File: src/rtl/run_detect_pkg.sv
// Shared definitions for the run detector: detection mode encoding and
// the width of the run-count state / RUN output.
package run_detect_pkg;

    localparam int unsigned RUN_W = 4;

    typedef enum logic {
        OVERLAP    = 1'b0,
        NONOVERLAP = 1'b1
    } mode_e;

endpackage

File: src/rtl/run_detect_moore_sat_counter.sv
// Saturating event counter with synchronous clear and asynchronous reset.
// Clear wins over a coincident increment; the count sticks at all-ones.
module sat_counter #(
    parameter int unsigned W = 8
) (
    input  logic         CK,
    input  logic         R,
    input  logic         inc,
    input  logic         clr,
    output logic [W-1:0] count_o
);

    logic [W-1:0] count_q;
    logic [W-1:0] count_d;

    // Next count: clear first, then saturating increment.
    always_comb begin
        count_d = count_q;
        if (clr) begin
            count_d = '0;
        end else if (inc && (count_q != '1)) begin
            count_d = count_q + W'(1);
        end
    end

    // Count register, asynchronously cleared by R.
    always_ff @(posedge CK or posedge R) begin
        if (R) begin
            count_q <= '0;
        end else begin
            count_q <= count_d;
        end
    end

    assign count_o = count_q;

endmodule

File: src/rtl/run_detect_moore.sv
// Moore run detector: the state is the length of the current run of bits
// equal to POL, capped at RUN_LEN. OUT flags a complete run, HITS counts
// detections (saturating) and can be cleared independently of EN.
module run_detect_moore
    import run_detect_pkg::*;
#(
    parameter int unsigned RUN_LEN = 2,
    parameter int unsigned CNT_W   = 8
) (
    input  logic             CK,
    input  logic             R,
    input  logic             EN,
    input  logic             IN,
    input  logic             POL,
    input  logic             MODE,
    input  logic             CLR,
    output logic             OUT,
    output logic [RUN_W-1:0] RUN,
    output logic [CNT_W-1:0] HITS
);

    localparam logic [RUN_W-1:0] RUN_MAX = RUN_W'(RUN_LEN);

    logic [RUN_W-1:0] cnt_q;
    logic [RUN_W-1:0] cnt_d;
    logic             det;
    mode_e            mode_s;

    assign mode_s = mode_e'(MODE);

    // Next run count and detection strobe; out-of-range counts fall back to 0
    // on any edge so a corrupted state cannot persist while EN is low.
    always_comb begin
        cnt_d = cnt_q;
        det   = 1'b0;
        if (cnt_q > RUN_MAX) begin
            cnt_d = '0;
        end else if (EN) begin
            if (IN != POL) begin
                cnt_d = '0;
            end else if (cnt_q < RUN_MAX) begin
                cnt_d = cnt_q + RUN_W'(1);
            end else if (mode_s == OVERLAP) begin
                cnt_d = RUN_MAX;
            end else begin
                cnt_d = RUN_W'(1);
            end
            det = (cnt_d == RUN_MAX);
        end
    end

    // Run-count state register.
    always_ff @(posedge CK or posedge R) begin
        if (R) begin
            cnt_q <= '0;
        end else begin
            cnt_q <= cnt_d;
        end
    end

    // Moore outputs decoded from state only.
    always_comb begin
        OUT = (cnt_q == RUN_MAX);
        RUN = cnt_q;
    end

    sat_counter #(
        .W(CNT_W)
    ) u_hits (
        .CK     (CK),
        .R      (R),
        .inc    (det),
        .clr    (CLR),
        .count_o(HITS)
    );

endmodule

File: config.mk
export PLATFORM = sky130hd
export DESIGN_NAME = run_detect_moore
export DESIGN_NICKNAME = d
export VERILOG_FILES = /design/src/rtl/run_detect_pkg.sv /design/src/rtl/run_detect_moore_sat_counter.sv /design/src/rtl/run_detect_moore.sv
export SDC_FILE = /design/constraint.sdc
export NUM_CORES = 1
export LEC_CHECK = 0
export ABC_AREA = 1
export CORE_MARGIN = 4
export CORE_UTILIZATION = 40
export DETAILED_ROUTE_END_ITERATION = 16
export GPL_ROUTABILITY_DRIVEN = 1
export PLACE_DENSITY = 0.66
export REMOVE_ABC_BUFFERS = 1
export SLEW_MARGIN = 30
export SYNTH_ARGS = -nofsm -noshare
export SYNTH_HDL_FRONTEND = slang
export SYNTH_SLANG_ARGS = --single-unit
File: constraint.sdc
create_clock -name CK -period 2.5 [get_ports CK]
set_input_delay 0.375 -clock CK [delete_from_list [all_inputs] [get_ports CK]]
set_output_delay 0.375 -clock CK [all_outputs]
set_load 0.005 [all_outputs]
==> run_results.csv <==
group,metric,value,unit
placed_design,gp_congestion,0.869,
grt,grt_pass1_wl,3700,microns
setup_path,reg2reg_slack,0.97,ns
sta,clock_skew,0.000841,ns
power_and_ir_drop,leakagePower,0.611,nW
detailed_routing,ant_nets,0,
setup_path,startpoint_type,"flop",
sta,fmax,485,MHz
clock_network,numCtsBuffers,3,
detailed_routing,via_count,814,
detailed_routing,wl,1940,microns
flow_run,maxCapViolCount,0,
synthesis,synthAdderAreaFrac,0.0416,
detailed_routing,viasPerCell,4.85,
detailed_routing,detail_route.first_pass.iterations,4,
synthesis,ys_seq_area_frac,0.332,
setup_path,r2r_cells,8,
synthesis,synth_xor_area_frac,0.0291,
sta,setup_viol,0,
setup_path,required,2.12,ns
floorplan,core,0.00206,sq mm
synthesis,synth_top_area_share,0.332,
placed_design,numPortBuffers,19,
setup_path,crit_type,"flop to output pin",
detailed_routing,drtIter0Drc,18,
synthesis,synthCells,119,
synthesis,avgSynthCellArea,7.59,sq um
setup_path,cp-endpoint,"OUT",
clock_network,hold_buffers,0,
sta,setup_tns,0,ns
synthesis,yosysUniqueCellTypes,22,
synthesis,ys_warn_count,0,
setup_path,rr_startpoint,"RUN[0]",
clock_network,cts-root-buf,"clkbuf_4",
detailed_routing,avgRoutedWirePerCell,11.6,microns
power_and_ir_drop,vdd_ir_drop_max,0.260,mV
floorplan,fp.dieW,55.5,microns
grt,globalRouteOverflowTotal,0,
clock_network,clkSinkCount,12,
placed_design,dp_slack,0.748,ns
setup_path,worstPathCellList,"inv_1 > ha_1 > inv_1 > nor2_1 > clkdlybuf4s50_1",
floorplan,pin_count,20,
floorplan,die_area,0.00308,sq mm
sta,hold_viol_final,0,
final_layout,nFillCells,208,
sta,layout_min_cycle_time,2.06,ns
synthesis,synthTopCellsByArea,"dfrtp_1 (33%), nand2_1 (12%), nand3_1 (8.9%)",
setup_path,worst_path_most_repeated_cell,"inv_1",
final_layout,diodes,0,
sta,drv_slew,0,
final_layout,final_cell_mix,"nand2_1 (28), inv_1 (20), clkdlybuf4s50_1 (19)",
clock_network,htreeDepth,1,
synthesis,synth.ff_latch_count,12,
worst_hold_path,hold_class,"input pin to asynchronous set/reset pin",
detailed_routing,drc,0,
setup_path,critPathCaptureType,"output pin",
setup_path,cpPeakStageDelay,0.52,ns
synthesis,synthesis.area,903,sq um
final_layout,fin_util,0.562,
final_layout,areaGrowthSynthToFinish,28.3,%
final_layout,fin_cells,168,
sta,hold_slack,0.404,ns
synthesis,synth_compound_area_frac,0.0291,
setup_path,cpMaxStageDelayCell,"clkdlybuf4s50_1",
clock_network,clk_latency,0.27,ns
synthesis,yosysTopAreaCell,"dfrtp_1",
grt,grt_use_total,0.146,
synthesis,yosys.area_share.simple,0.467,
setup_path,startpoint,"RUN[0]",
floorplan,initial_core_util,0.438,
placed_design,dp.cells,164,
sta,rsz0062_at_grt,"false",
setup_path,crit_fanout,4,
clock_network,clock_path_buffers,2,
grt,grt_max_degree,17,
sta,fin_ws,0.439,ns
final_layout,layout_commonest_cell,"nand2_1",
floorplan,die_h,55.5,microns
setup_path,worstReg2RegEnd,"u_hits.count_o[1]",
setup_path,crit_arrival,1.69,ns
power_and_ir_drop,powerDensity,382,mW/mm^2
final_layout,final_nets,152,
synthesis,muxShareOfSynthArea,0,
floorplan,row_count,16,
final_layout,drive_gt1_frac,0.149,
synthesis,synth_top_family_by_area,"simple AND/OR/NAND/NOR gates",
grt,first_global_vias,857,
clock_network,cts_tree,"done",
clock_network,cts_resized,0,
grt,grt_antenna_before_repair,0,
placed_design,hpwl,1580,microns
clock_network,clkTransAtPathRegs,0.08,ns
sta,period_share,0.825,
outcome,outcome,"completed",
clock_network,post_cts_buffers,0,
==> routing by layer <==
metal	vias to the layer above	routed length [microns]	part of all wire	global-route usage
met4	0	19	0.0098	0.0417
met2	14	999	0.51	0.260
met5	-	0	0	0
met1	375	846	0.44	0.176
li1	421	-	-	-
met3	4	78	0.040	0.0280
==> registers in the layout, indices dropped and copies added (netlist names) <==
name / count
RUN: 4
u_hits.count_o: 8
==> through the flow <==
| stage | instance area [sq um] | total power, W |
|---|---|---|
| floorplan | 898 | 0.000259 |
| global placement | 1120 | 0.000285 |
| detailed placement | 1120 | 0.000287 |
| CTS | 1160 | 0.000448 |
| global route | 1160 | 0.000467 |
| finish | 1160 | 0.000443 |
==> critical path, delay by kind of cell, from the launching register on <==
family / cells / cell delay [ns]
fa+ha+maj: 1 / 0.20
flops: 1 / 0.41
buf+inv: 3 / 0.68
simple gates: 1 / 0.12
==> how the worst min path moves through the flow <==
stage	start	to	slack, ns	cells past startpoint
final	R	RUN[3]	0.40	2
after global routing	R	u_hits.count_o[7]	0.44	2
after CTS	R	RUN[1]	0.42	2
after detailed placement	u_hits.count_o[2]	u_hits.count_o[2]	0.57	2
after global placement	u_hits.count_o[1]	u_hits.count_o[1]	0.56	2
after floorplan	R	RUN[0]	0.24	1
==> Yosys cell counts, drive strengths merged <==
master and number:
nand4 8, buf 1, nor2 14, ha 3
o22ai 2, o21ai 2, xnor2 1, nand2 33
inv 22, xor2 2, nand3 18, conb 1
dfrtp 12
==> logic make-up (layout without fill, tap and decap cells) <==
group,Yosys count,after routing
other cells,1,1
xor+xnor,3,3
buf+inv,23,45
compound gates,4,4
simple gates,73,73
flops,12,12
fa+ha+maj,3,3
==> area by class of cell <==
cell class,count,area [sq um],share of cell area
Multi-Input combinational cell,84,515,0.445
Sequential cell,12,300,0.259
Timing Repair Buffer,19,190,0.164
Inverter,22,82.6,0.0713
Clock buffer,4,36.3,0.0313
Tap cell,27,33.8,0.0292
==> power by group <==
part | leakage (nW) | switching (W) | total (W) | internal (W)
combinational | 0.426 | 0.0000481 | 0.0000806 | 0.0000324
sequential | 0.165 | 0.00000412 | 0.000201 | 0.000197
clock | 0.0210 | 0.0000725 | 0.000161 | 0.0000885
total | 0.611 | 0.000125 | 0.000443 | 0.000318
(Power assumes the default switching activity.)
